`config.mk`:
```
export PLATFORM = sky130hd
export DESIGN_NAME = noise_param_loader_flat
export DESIGN_NICKNAME = d
export VERILOG_FILES = /design/src/rtl/noise_pkg.sv /design/src/rtl/noise_param_loader_if.sv /design/src/rtl/noise_param_buf.sv /design/src/rtl/noise_param_loader.sv /design/src/flat_wrapper.sv
export SDC_FILE = /design/constraint.sdc
export NUM_CORES = 1
export LEC_CHECK = 0
export ABC_AREA = 1
export BUFFER_PORTS_ARGS = -buffer_cell sky130_fd_sc_hd__buf_2
export CAP_MARGIN = 20
export CORE_ASPECT_RATIO = 0.5
export CORE_MARGIN = 2
export CORE_UTILIZATION = 60
export DETAILED_ROUTE_END_ITERATION = 10
export GPL_TIMING_DRIVEN = 0
export PLACE_DENSITY = 0.81
export SKIP_LAST_GASP = 1
export SYNTH_ARGS = -nofsm -noshare
export SYNTH_HDL_FRONTEND = slang
export SYNTH_SLANG_ARGS = --single-unit
```
`constraint.sdc`:
```
create_clock -name clk_sys -period 2.51 [get_ports clk_sys]
set_clock_uncertainty 0.1 [all_clocks]
set_input_delay 0.251 -clock clk_sys [delete_from_list [all_inputs] [get_ports clk_sys]]
set_output_delay 0.251 -clock clk_sys [all_outputs]
set_load 0.01 [all_outputs]
```
`src/rtl/noise_pkg.sv`:
```
// Shared definitions for the noise parameter loader: word width, default
// parameters and the controller state encoding.
package noise_pkg;

  localparam int WORD_W      = 16;
  localparam int NWORDS_DEF  = 8;
  localparam int GAP_DEF     = 3;
  localparam int START_W_DEF = 2;
  localparam int TO_W_DEF    = 24;

  localparam logic [1:0] S_IDLE  = 2'd0;
  localparam logic [1:0] S_LOAD  = 2'd1;
  localparam logic [1:0] S_START = 2'd2;
  localparam logic [1:0] S_WAIT  = 2'd3;

  typedef logic [WORD_W-1:0] word_t;

endpackage

```
`src/rtl/noise_param_loader_if.sv`:
```
// Host bus plus sequencer load/start signals seen by the loader.
// master = the loader itself, slave = the host/sequencer side.
interface noise_param_loader_if
  import noise_pkg::*;
#(
  parameter int NWORDS = NWORDS_DEF
);

  logic                      host_we;
  logic [$clog2(NWORDS)-1:0] host_addr;
  word_t                     host_data;
  logic [NWORDS-1:0]         host_chmask;
  logic [$clog2(NWORDS):0]   host_cnt;
  logic                      host_go;
  logic                      host_abort;

  word_t                     ndatain;
  logic                      nload;
  logic                      nchoice;
  logic                      noisestart;
  logic                      interrupt;

  logic                      busy;
  logic                      done;
  logic                      timeout;
  logic                      aborted;

  modport master (
    input  host_we, host_addr, host_data, host_chmask, host_cnt, host_go, host_abort,
    input  interrupt,
    output ndatain, nload, nchoice, noisestart,
    output busy, done, timeout, aborted
  );

  modport slave (
    output host_we, host_addr, host_data, host_chmask, host_cnt, host_go, host_abort,
    output interrupt,
    input  ndatain, nload, nchoice, noisestart,
    input  busy, done, timeout, aborted
  );

endinterface

```
`src/rtl/noise_param_buf.sv`:
```
// NWORDS x 16 parameter buffer: synchronous write, combinational read.
// Contents are deliberately not reset.
module noise_param_buf
  import noise_pkg::*;
#(
  parameter int NWORDS = NWORDS_DEF
) (
  input  logic                      clk_sys,
  input  logic                      we_i,
  input  logic [$clog2(NWORDS)-1:0] waddr_i,
  input  word_t                     wdata_i,
  input  logic [$clog2(NWORDS)-1:0] raddr_i,
  output word_t                     rdata_o
);

  word_t mem_q [NWORDS];

  always_ff @(posedge clk_sys) begin
    if (we_i) begin
      mem_q[waddr_i] <= wdata_i;
    end
  end

  assign rdata_o = mem_q[raddr_i];

endmodule

```
`src/rtl/noise_param_loader.sv`:
```
// Serializes the host parameter buffer onto the sequencer load interface,
// pulses noisestart and waits for the sequencer interrupt or a timeout.
//
//   state   | meaning
//   --------+-----------------------------------------------------------
//   S_IDLE  | host may write the buffer; waits for host_go
//   S_LOAD  | one nload strobe per word, GAP hold cycles between strobes
//   S_START | noisestart high for START_W cycles
//   S_WAIT  | waits for an interrupt rising edge or timer expiry
module noise_param_loader
  import noise_pkg::*;
#(
  parameter int NWORDS  = NWORDS_DEF,
  parameter int GAP     = GAP_DEF,
  parameter int START_W = START_W_DEF,
  parameter int TO_W    = TO_W_DEF
) (
  input  logic                 clk_sys,
  input  logic                 noiserst,
  noise_param_loader_if.master bus
);

  localparam int AW = $clog2(NWORDS);
  localparam int CW = AW + 1;
  localparam int GW = $clog2(GAP + 1);
  localparam int SW = $clog2(START_W + 1);

  logic [1:0]        state_q,    state_d;
  logic [CW-1:0]     idx_q,      idx_d;
  logic [CW-1:0]     cnt_q,      cnt_d;
  logic [NWORDS-1:0] chmask_q,   chmask_d;
  logic [GW-1:0]     gap_q,      gap_d;
  logic [SW-1:0]     st_q,       st_d;
  logic [TO_W-1:0]   wcnt_q,     wcnt_d;
  logic              int_prev_q, int_prev_d;
  word_t             ndat_q,     ndat_d;
  logic              nchoice_q,  nchoice_d;
  logic              done_q,     done_d;
  logic              aborted_q,  aborted_d;
  logic              timeout_q,  timeout_d;

  word_t rd_data;
  logic  buf_we;
  logic  irq_edge;
  logic  last_word;
  logic  cur_choice;

  // Writes are gated to IDLE so the buffer is stable while words are sent.
  assign buf_we = bus.host_we && (state_q == S_IDLE);

  noise_param_buf #(
    .NWORDS (NWORDS)
  ) u_buf (
    .clk_sys (clk_sys),
    .we_i    (buf_we),
    .waddr_i (bus.host_addr),
    .wdata_i (bus.host_data),
    .raddr_i (idx_q[AW-1:0]),
    .rdata_o (rd_data)
  );

  assign irq_edge   = (state_q == S_WAIT) && bus.interrupt && !int_prev_q;
  assign last_word  = (idx_q + CW'(1)) == cnt_q;
  assign cur_choice = chmask_q[idx_q[AW-1:0]];

  always_comb begin
    state_d    = state_q;
    idx_d      = idx_q;
    cnt_d      = cnt_q;
    chmask_d   = chmask_q;
    gap_d      = gap_q;
    st_d       = st_q;
    wcnt_d     = wcnt_q;
    int_prev_d = int_prev_q;
    ndat_d     = ndat_q;
    nchoice_d  = nchoice_q;
    done_d     = 1'b0;
    aborted_d  = 1'b0;
    timeout_d  = timeout_q;

    if ((state_q != S_IDLE) && bus.host_abort) begin
      state_d   = S_IDLE;
      aborted_d = 1'b1;
    end else begin
      case (state_q)
        S_IDLE: begin
          if (bus.host_go) begin
            cnt_d     = bus.host_cnt;
            chmask_d  = bus.host_chmask;
            timeout_d = 1'b0;
            idx_d     = '0;
            gap_d     = '0;
            st_d      = '0;
            state_d   = (bus.host_cnt == '0) ? S_START : S_LOAD;
          end
        end

        S_LOAD: begin
          ndat_d    = rd_data;
          nchoice_d = cur_choice;
          // The last word goes straight to START without trailing hold cycles.
          if ((gap_q == '0) && last_word) begin
            st_d    = '0;
            state_d = S_START;
          end else if (gap_q == GW'(GAP)) begin
            gap_d = '0;
            idx_d = idx_q + CW'(1);
          end else begin
            gap_d = gap_q + GW'(1);
          end
        end

        S_START: begin
          if (st_q == SW'(START_W - 1)) begin
            wcnt_d     = '0;
            int_prev_d = 1'b0;
            state_d    = S_WAIT;
          end else begin
            st_d = st_q + SW'(1);
          end
        end

        S_WAIT: begin
          int_prev_d = bus.interrupt;
          wcnt_d     = wcnt_q + TO_W'(1);
          // Edge beats expiry when both land on the same cycle.
          if (irq_edge) begin
            done_d  = 1'b1;
            state_d = S_IDLE;
          end else if (wcnt_q == {{(TO_W-1){1'b1}}, 1'b0}) begin
            timeout_d = 1'b1;
            state_d   = S_IDLE;
          end
        end

        default: state_d = S_IDLE;
      endcase
    end
  end

  always_ff @(posedge clk_sys) begin
    if (noiserst) begin
      state_q    <= S_IDLE;
      idx_q      <= '0;
      cnt_q      <= '0;
      chmask_q   <= '0;
      gap_q      <= '0;
      st_q       <= '0;
      wcnt_q     <= '0;
      int_prev_q <= 1'b0;
      ndat_q     <= '0;
      nchoice_q  <= 1'b0;
      done_q     <= 1'b0;
      aborted_q  <= 1'b0;
      timeout_q  <= 1'b0;
    end else begin
      state_q    <= state_d;
      idx_q      <= idx_d;
      cnt_q      <= cnt_d;
      chmask_q   <= chmask_d;
      gap_q      <= gap_d;
      st_q       <= st_d;
      wcnt_q     <= wcnt_d;
      int_prev_q <= int_prev_d;
      ndat_q     <= ndat_d;
      nchoice_q  <= nchoice_d;
      done_q     <= done_d;
      aborted_q  <= aborted_d;
      timeout_q  <= timeout_d;
    end
  end

  // Read the buffer live during LOAD so a write issued with host_go is seen.
  assign bus.ndatain    = (state_q == S_LOAD) ? rd_data : ndat_q;
  assign bus.nchoice    = (state_q == S_LOAD) ? cur_choice : nchoice_q;
  assign bus.nload      = (state_q == S_LOAD) && (gap_q == '0);
  assign bus.noisestart = (state_q == S_START);
  assign bus.busy       = (state_q != S_IDLE);
  assign bus.done       = done_q;
  assign bus.timeout    = timeout_q;
  assign bus.aborted    = aborted_q;

endmodule

```
`src/flat_wrapper.sv`:
```
// flat-port wrapper written by rule: the top's interface ports become plain ports
module noise_param_loader_flat import noise_pkg::*;
#(
  parameter int NWORDS  = NWORDS_DEF,
  parameter int GAP     = GAP_DEF,
  parameter int START_W = START_W_DEF,
  parameter int TO_W    = TO_W_DEF
)
  (clk_sys, noiserst, bus_host_we, bus_host_addr, bus_host_data, bus_host_chmask, bus_host_cnt, bus_host_go, bus_host_abort, bus_interrupt, bus_ndatain, bus_nload, bus_nchoice, bus_noisestart, bus_busy, bus_done, bus_timeout, bus_aborted);
  noise_param_loader_if #(.NWORDS(NWORDS)) bus_i ();
  input  logic clk_sys;
  input  logic noiserst;
  input wire logic [$bits(bus_i.host_we)-1:0] bus_host_we;
  input wire logic [$bits(bus_i.host_addr)-1:0] bus_host_addr;
  input wire logic [$bits(bus_i.host_data)-1:0] bus_host_data;
  input wire logic [$bits(bus_i.host_chmask)-1:0] bus_host_chmask;
  input wire logic [$bits(bus_i.host_cnt)-1:0] bus_host_cnt;
  input wire logic [$bits(bus_i.host_go)-1:0] bus_host_go;
  input wire logic [$bits(bus_i.host_abort)-1:0] bus_host_abort;
  input wire logic [$bits(bus_i.interrupt)-1:0] bus_interrupt;
  output wire logic [$bits(bus_i.ndatain)-1:0] bus_ndatain;
  output wire logic [$bits(bus_i.nload)-1:0] bus_nload;
  output wire logic [$bits(bus_i.nchoice)-1:0] bus_nchoice;
  output wire logic [$bits(bus_i.noisestart)-1:0] bus_noisestart;
  output wire logic [$bits(bus_i.busy)-1:0] bus_busy;
  output wire logic [$bits(bus_i.done)-1:0] bus_done;
  output wire logic [$bits(bus_i.timeout)-1:0] bus_timeout;
  output wire logic [$bits(bus_i.aborted)-1:0] bus_aborted;
  assign bus_i.host_we = bus_host_we;
  assign bus_i.host_addr = bus_host_addr;
  assign bus_i.host_data = bus_host_data;
  assign bus_i.host_chmask = bus_host_chmask;
  assign bus_i.host_cnt = bus_host_cnt;
  assign bus_i.host_go = bus_host_go;
  assign bus_i.host_abort = bus_host_abort;
  assign bus_i.interrupt = bus_interrupt;
  assign bus_ndatain = bus_i.ndatain;
  assign bus_nload = bus_i.nload;
  assign bus_nchoice = bus_i.nchoice;
  assign bus_noisestart = bus_i.noisestart;
  assign bus_busy = bus_i.busy;
  assign bus_done = bus_i.done;
  assign bus_timeout = bus_i.timeout;
  assign bus_aborted = bus_i.aborted;
  noise_param_loader #(.NWORDS(NWORDS), .GAP(GAP), .START_W(START_W), .TO_W(TO_W)) u_core (.clk_sys(clk_sys), .noiserst(noiserst), .bus(bus_i));
endmodule
```
==> run metrics, run 1 <==
CTS buffer count=17; share of post-route cells with drive strength above 1=0.149; initial antenna violation count=0; crit-path cells=buf_4, buf_2, a21oi_1, o21ai_0, nand3_1, nand3_2, o21ai_0, buf_2; Synth Cell Area=approximately 8700 um2; CTS max path bufs=2; Worst-Margin Slew=0.633 ns; async set or reset register ratio after synthesis=0; ANT cells=0; fillcell total=approximately 950; first-pass GRT wire length=35100 um; clk sinks=198; worst skew pair latency=0.44 ns; Routed Antenna Nets=0; largest net degree at the start of global routing=20; commonest non-fill, non-tap cell in the layout=nand2_1; CP max stage delay=roughly 0.39 ns; Final Hold Viols=0; die span in y=89.0 um; critical path's slowest cell=dfxtp_1; Max-Cap Viols=0; CP endpoint kind=primary output; Highest Clock Rate=393 MHz; P_leak=around 4 nW; Setup-failing EPs final=1; reg2reg start=u_core.state_q[0]; multi-input logic area=2770 um2; final cell area excluding filler cells=10200 um2; Top FF cell, synth=edfxtp_1; Clock H-tree levels=4; core area=13800 um2; nets@finish=approximately 1100; GP Congestion=0.891; clock root buffer master=clkbuf_16; Pwr per Cell Area=969 nW/um2; HP Class=in -> reg; drt first pass iters=6; dpl cell area=9320 um2; clock-pin slew on the worst setup and hold paths=0.08 ns; FP Rows=30; synth warn=0; Worst EP arrival=~2.2 ns; startpoint of the worst hold path=bus_host_data[3]; maximum vdd drop=roughly 0.5 mV; Rel. slew slack=0.577; CP Max Fanout=10; vias per inst=5.75; Crit Path Class=reg -> out; vias in the first global route=6815; Layout area overhead=18.0%; failing checks=setup timing; worst setup margin=-0.0314 ns; Syn Nets=973; Iter 0 DRT Violations=870; outcome=finished, violations left; CTS tree=yes; Overflow after GRT=0; Gate Count Post-Synth=926; port buffer count=59; detailed-route DRC error count=0; Initial Util=0.628; Register Area=5250 um2; max-slew violations=0; final period utilization=1.01; die width=174 um; #FFs+latches synth=198; Post-DP HPWL=14800 um; RSZ-0062 raised after global routing=yes; die area=15500 um2; DR WL/cell=18.3 um; highest-count cells in the layout ignoring fill and taps=144 x nand2_1, 137 x inv_1, 128 x edfxtp_1; number of synthesized flops with an enable pin=between 100 and 150; total power=around 9.9 mW; CP required=2.16 ns; synthesized area per cell=9.36 um2; GRT Total Usage=0.302; Vias=7135; Seq/Total Area, Yosys=0.605; I/O pin count=60; Netlist cell types=36; final wirelength=approximately 23000 um; Worst setup SP type=flop; min cycle time layout=2.54 ns
## final cells by class
type	count	share of cell area
buffer	36	0.0219
clock inverter	14	0.0155
multi-input combinational	550	0.271
clock buffer	18	0.0419
timing repair buffer	90	0.0610
sequential	198	0.513
tap	192	0.0235
inverter	142	0.0529
## per-stage QoR
step | worst slack [ns] | util | TNS [ns] | hold slack (ns) | instances
final | -0.0314 | 0.741 | -0.0314 | 0.0155 | 1240
after global routing | -0.0776 | 0.741 | -0.174 | 0.0221 | 1240
after CTS | 0.00261 | 0.736 | 0 | 0.00432 | 1238
after detailed placement | -0.177 | 0.675 | -1.01 | 0.359 | 1184
after global placement | -0.334 | 0.666 | -33.45 | 0.353 | 1177
after floorplan | 0.506 | - | 0 | 0.230 | 926
## repair_timing
item,in CTS,in global routing
pin swaps,0,0
endpoints found under the hold margin,121,0
gates resized for setup,21,33
setup buffers,0,2
endpoints found under the setup margin,20,32
hold buffers,22,0
## path summary, 6_finish.rpt
path | slack, ns | cells past startpoint | to
max | -0.03 | 8 | bus_ndatain[8]
min | 0.02 | 1 | u_core.u_buf.mem_q[6][3]
max reg2reg | 0.26 | 5 | u_core.u_buf.mem_q[6][7]
min reg2reg | 0.37 | 2 | u_core.cnt_q[0]
## cell usage after synthesis, types with 2 or more instances
cell	count	area share
nand3_1	75	0.043
buf_1	2	0.00087
or2_2	5	0.0036
nor3_1	13	0.0075
nand4_1	13	0.0094
nand2_4	2	0.0026
edfxtp_1	128	0.44
inv_2	2	0.00087
ha_1	10	0.014
dfxtp_1	70	0.16
o211ai_1	33	0.029
o21ai_2	2	0.0020
o21ai_0	86	0.050
inv_1	138	0.060
nand2_1	144	0.062
buf_2	11	0.0064
clkbuf_1	22	0.0095
nor2_4	2	0.0026
a21oi_1	63	0.036
o21ai_1	8	0.0046
a21o_1	2	0.0017
nor2_1	81	0.035
## critical path, delay by kind of cell, from the launching register on
kind	cells	cell delay [ns]
buf+inv	3	0.67
simple gates	2	0.31
flops	1	0.39
compound gates	3	0.39
## routing by layer
layer | global-route usage | routed length, um
met2 | 0.517 | 10500
met3 | 0.0774 | 2420
met1 | 0.373 | 9190
met5 | 0 | 0
met4 | 0.136 | 621
## logic make-up (layout without fill, tap and decap cells)
group,Yosys count,in the layout,synth area share
AO/OA/AOI/OAI,198,198,0.126
XOR/XNOR,1,1,0.00101
adder cells (fa/ha/maj),10,10,0.0144
buffers and inverters,178,300,0.0797
flip-flops,198,198,0.605
AND/OR/NAND/NOR,341,341,0.173
## where the power goes
group | internal, mW | leakage, nW | switching (mW)
registers | 3.78 | 1.73 | 0.154
clock network | 1.42 | 0.291 | 1.32
logic | 1.07 | 1.98 | 2.17
total | 6.27 | 4.00 | 3.65
## sequential cells by signal (all words and copies together), names as in the netlist, named ones only
name,count
u_core.u_buf.mem_q,128
u_core.wcnt_q,24
u_core.ndat_q,16
u_core.chmask_q,8
u_core.cnt_q,4
u_core.idx_q,4
u_core.gap_q,2
u_core.st_q,2
u_core.state_q,2
u_core.bus.aborted,1
u_core.bus.done,1
u_core.bus.timeout,1
u_core.int_prev_q,1
u_core.nchoice_q,1
(Power assumes the default switching activity.)
==> inputs of run 2 (changes only) <==
- SKIP_CTS_REPAIR_TIMING: not set -> 1
==> run metrics, run 2 (same netlist as run 1, synthesis figures left out) <==
clock root buffer master=clkbuf_16; Comb power frac=0.322 (-0.004); Highest Clock Rate=399 MHz (+1.5%); Pwr per Cell Area=978 nW/um2 (+0.91%); clock power share=0.279 (+0.002); die area=15500 um2 (unchanged); P_leak=3.93 nW (-1.6%); HP Class=in -> reg; Hold Path Depth=3 (+2); outcome=finished, violations left; RSZ-0062 raised after global routing=yes; die width=174 um (unchanged); core area=13800 um2 (unchanged); die span in y=89.0 um (unchanged); ANT cells=0 (unchanged); top flop regs=u_core.u_buf.mem_q x128, u_core.wcnt_q x24, u_core.ndat_q x16; max FFs per register=128 (unchanged); # placed instances=1184 (unchanged); maximum vdd drop=0.492 mV (-0.16%); worst slack, placed=-0.177 ns (unchanged); Overflow after GRT=0 (unchanged); multi-input logic area=2770 um2 (+0.18%); Worst-Margin Slew=0.646 ns (+0.0136 ns); Worst setup SP type=flop; total power=9.86 mW (-0.59%); initial antenna violation count=0 (unchanged); Crit Path Class=reg -> out; worst setup margin=0.00538 ns (+0.0368 ns); highest-count cells in the layout ignoring fill and taps=144 x nand2_1, 138 x inv_1, 128 x edfxtp_1; Rel. slew slack=0.568 (-0.00909); Layout area overhead=16.3%; clock-pin slew on the worst setup and hold paths=0.07 ns (about the same); final cell count without fillers=1225 (-1.2%); Post-DP HPWL=14800 um (unchanged); max-slew violations=0 (unchanged); Max-Cap Viols=0 (unchanged); Clock H-tree levels=4 (unchanged); CTS buffer count=17 (unchanged); Hold Slack=-0.0394 ns (-0.0549 ns); share of post-route cells with drive strength above 1=0.149 (+0.000225); min cycle time layout=2.50 ns (-0.0368 ns); CP required=2.16 ns (about the same); Iter 0 DRT Violations=915 (+5.2%); CTS max path bufs=2 (unchanged); Final Hold Viols=46 (+46); I/O pin count=60 (unchanged); GP Congestion=0.891 (unchanged); commonest non-fill, non-tap cell in the layout=nand2_1; switching pwr=3.64 mW (-0.18%); reg2reg start=u_core.state_q[0]; Seq pwr share=0.399 (+0.002); fillcell total=949 (+0.32%); failing checks=hold timing; largest net degree at the start of global routing=20 (unchanged); FP Rows=30 (unchanged); vias in the first global route=6777 (-0.56%); startpoint of the worst hold path=bus_host_chmask[6]; DR WL/cell=18.4 um (+0.55%); worst setup path end=bus_ndatain[8]; switching share of power=0.369 (+0.00150); nets@finish=1067 (-1.4%); drt first pass iters=9 (+3); FF-to-FF path depth=5 (unchanged); port buffer count=59 (unchanged); CP endpoint kind=primary output; RR Endpoint=u_core.u_buf.mem_q[6][15]; clk sinks=198 (unchanged); GRT Total Usage=0.299 (-0.00359); Initial Util=0.628 (unchanged); final wirelength=22600 um (-0.67%); Top reg by flops=u_core.u_buf.mem_q; slack of the worst reg-to-reg path=0.26 ns (about the same); Register Area=5250 um2 (unchanged); Worst EP arrival=2.15 ns (-0.04 ns); detailed-route DRC error count=0 (unchanged); CP Max Fanout=10 (unchanged); Setup-failing EPs final=0 (-1); final period utilization=0.998 (-0.0147); P_int=6.22 mW (-0.82%); Vias=7117 (-0.25%); vias per inst=5.81 (+0.97%); CTS tree=yes; worst skew pair latency=0.45 ns (about the same); first-pass GRT wire length=34600 um (-1.4%); Routed Antenna Nets=0 (unchanged)
## run 2: worst max-delay path, cell delays in order, from the launching register on
cell and delay [ns]:
dfxtp_1 0.39, clkbuf_4 0.22, buf_2 0.29, nand2_1 0.09
o211ai_1 0.11, nand3_1 0.12, nand3_2 0.14, o21ai_0 0.16
buf_2 0.18
## run 2: power by group through the flow
stage	combinational (mW)	sequential (mW)	clock, mW
floorplan	1.91	3.95	0
global placement	2.77	3.98	0
detailed placement	2.91	4.00	0
CTS	2.97	3.93	2.75
global route	3.46	3.96	2.88
finish	3.17	3.93	2.76
## run 2: cell type report
cell class / instances / area share
flip-flops and latches: 198 / 0.520
multi-input cells: 550 / 0.275
inverters: 142 / 0.0534
repair buffers: 75 / 0.0475
clock buffers: 18 / 0.0426
well taps: 192 / 0.0238
plain buffers: 36 / 0.0215
clock inverters: 14 / 0.0158
## run 2: how the worst min path moves through the flow
stage | endpoint | slack [ns]
6_report | u_core.chmask_q[6] | -0.04
5_1_grt | u_core.u_buf.mem_q[1][7] | 0.001
4_1_cts | u_core.st_q[1] | -0.08
3_5_place_dp | u_core.cnt_q[0] | 0.36
3_3_place_gp | u_core.int_prev_q | 0.35
2_1_floorplan | u_core.st_q[1] | 0.23
## run 2: through the flow
step	setup TNS, ns	cell area (um2)	hold slack (ns)	utilization
after floorplan	0	8670	0.230	-
after global placement	-33.45	9200	0.353	0.666
after detailed placement	-1.01	9320	0.359	0.675
after CTS	-7.65	9910	-0.0798	0.717
after global routing	-0.437	10100	0.00122	0.730
final	0	10100	-0.0394	0.730
## run 2: routing by layer
layer,vias up,wire length (um),GRT usage
li1,3322,-,-
met1,3313,8880,0.369
met2,407,10400,0.508
met3,75,2620,0.0808
met4,0,684,0.133
met5,-,0,0
==> inputs of run 3 (changes only) <==
- PLACE_DENSITY: 0.81 -> not set
- PLACE_DENSITY_LB_ADDON: not set -> 0.05
==> run metrics, run 3 (same netlist as run 1, synthesis figures left out) <==
sum of negative setup slack=0 ns (unchanged); initial antenna violation count=0 (unchanged); Worst-Margin Slew=0.603 ns (-0.0428 ns); CP max stage delay=0.36 ns (-0.03 ns); clk sinks=198 (unchanged); core area=13800 um2 (unchanged); Iter 0 DRT Violations=823 (-10%); Setup-failing EPs final=0 (unchanged); Vias=6886 (-3.2%); highest-count cells in the layout ignoring fill and taps=144 x nand2_1, 137 x inv_1, 128 x edfxtp_1; switching share of power=0.361 (-0.00827); HP Class=in -> reg; detailed-route DRC error count=0 (unchanged); Worst EP arrival=2.10 ns (-0.05 ns); max FFs per register=128 (unchanged); nets@finish=1073 (+0.56%); Max-Cap Viols=0 (unchanged); crit-path cells=clkbuf_4, buf_6, buf_6, o211ai_1, nand3_1, nand3_1, o21ai_1, buf_2; final period utilization=0.978 (-0.0201); Comb power frac=0.324 (+0.002); P_int=6.23 mW (+0.19%); Pwr per Cell Area=962 nW/um2 (-1.6%); Highest Clock Rate=407 MHz (+2.1%); largest net degree at the start of global routing=19 (-5.0%); Seq pwr share=0.403 (+0.004); max-slew violations=0 (unchanged); Crit Path Class=reg -> out; port buffer count=59 (unchanged); Routed Antenna Nets=0 (unchanged); Clock H-tree levels=4 (unchanged); slack of the worst reg-to-reg path=0.28 ns (+0.02 ns); CTS tree=yes; Overflow after GRT=0 (unchanged); failing checks=hold timing; I/O pin count=60 (unchanged); GRT Total Usage=0.283 (-0.0155); die area=15500 um2 (unchanged); DR WL/cell=17.5 um (-5.0%); Rel. slew slack=0.597 (+0.0291); first-pass GRT wire length=32800 um (-5.0%); share of post-route cells with drive strength above 1=0.152 (+0.00299); critical path's slowest cell=dfxtp_1; die width=174 um (unchanged); Initial Util=0.628 (unchanged); GP Congestion=0.805 (-9.7%); P_leak=3.94 nW (+0.22%); vias per inst=5.59 (-3.7%); final wirelength=21500 um (-4.6%); worst skew pair latency=0.43 ns (-0.02 ns); commonest non-fill, non-tap cell in the layout=nand2_1; switching pwr=3.52 mW (-3.3%); clock-pin slew on the worst setup and hold paths=0.07 ns (about the same); drt first pass iters=7 (-2); ANT cells=0 (unchanged); die span in y=89.0 um (unchanged); Hold Slack=-0.0271 ns (+0.0123 ns); FP Rows=30 (unchanged); vias in the first global route=6291 (-7.2%); min cycle time layout=2.45 ns (-0.0506 ns); CTS buffer count=17 (unchanged); CP Max Fanout=10 (unchanged); Layout area overhead=16.9%; RSZ-0062 raised after global routing=yes; outcome=finished, violations left; clock power share=0.273 (-0.006); clock root buffer master=clkbuf_16; Top reg by flops=u_core.u_buf.mem_q; Final Hold Viols=5 (-89%); CTS max path bufs=2 (unchanged); top flop regs=u_core.u_buf.mem_q x128, u_core.wcnt_q x24, u_core.ndat_q x16; Worst setup SP type=flop; CP required=2.16 ns (about the same); Post-DP HPWL=14700 um (-0.88%); total power=9.75 mW (-1.1%); maximum vdd drop=0.577 mV (+17%); CP endpoint kind=primary output
==> run 3: changes by cell type in the layout (fill, tap and decap cells not counted), sizes merged <==
cell and change:
clkinvlp +4, buf +3, dlygate4sd3 +3, inv -2, clkbuf -1, clkinv -1
==> run 3: critical path: cells and delay by family, from the launching register on <==
family,cells,cell delay [ns]
buffers and inverters,4,0.74
and+or+nand+nor,2,0.26
DFF,1,0.36
AOI/OAI and AO/OA,2,0.31
==> run 3: cell type report <==
class | count | area [um2]
buffer | 36 | 229
clock buffer | 17 | 425
clock inverter | 15 | 140
fill | 1041 | 3680
inverter | 142 | 542
multi-input combinational | 550 | 2770
sequential | 198 | 5250
tap | 192 | 240
timing repair buffer | 81 | 539
==> run 3: through the flow <==
step | instance area [um2] | utilization | setup slack (ns) | instances
CTS | 9900 | 0.717 | -0.786 | 1217
detailed placement | 9330 | 0.676 | -0.337 | 1185
global placement | 9200 | 0.666 | -0.430 | 1177
finish | 10100 | 0.734 | 0.0559 | 1231
floorplan | 8670 | - | 0.506 | 926
global route | 10100 | 0.734 | -0.0375 | 1231
==> run 3: power groups by stage <==
stage               Sequential, mW  Clock (mW)  Combinational, mW
global route                  3.95        2.79               3.48
detailed placement            3.99           0               2.89
global placement              3.98           0               2.80
CTS                           3.92        2.67               2.93
finish                        3.93        2.67               3.16
floorplan                     3.95           0               1.91
==> run 3: worst paths after layout <==
path                              to  depth (start not counted)                from
setup / recovery     bus_ndatain[15]                          8                flop
hold reg to reg      u_core.cnt_q[0]                          2     u_core.cnt_q[0]
hold / removal    u_core.chmask_q[4]                          3  bus_host_chmask[4]
setup reg to reg   u_core.wcnt_q[22]                         11   u_core.state_q[0]
==> run 3: metal layers <==
layer,wire (um),track usage,part of all wire,vias to the layer above
met5,0,0,0,-
met4,404,0.100,0.019,0
met3,2110,0.0782,0.098,36
met2,9620,0.462,0.45,316
met1,9390,0.374,0.44,3203
li1,-,-,-,3331
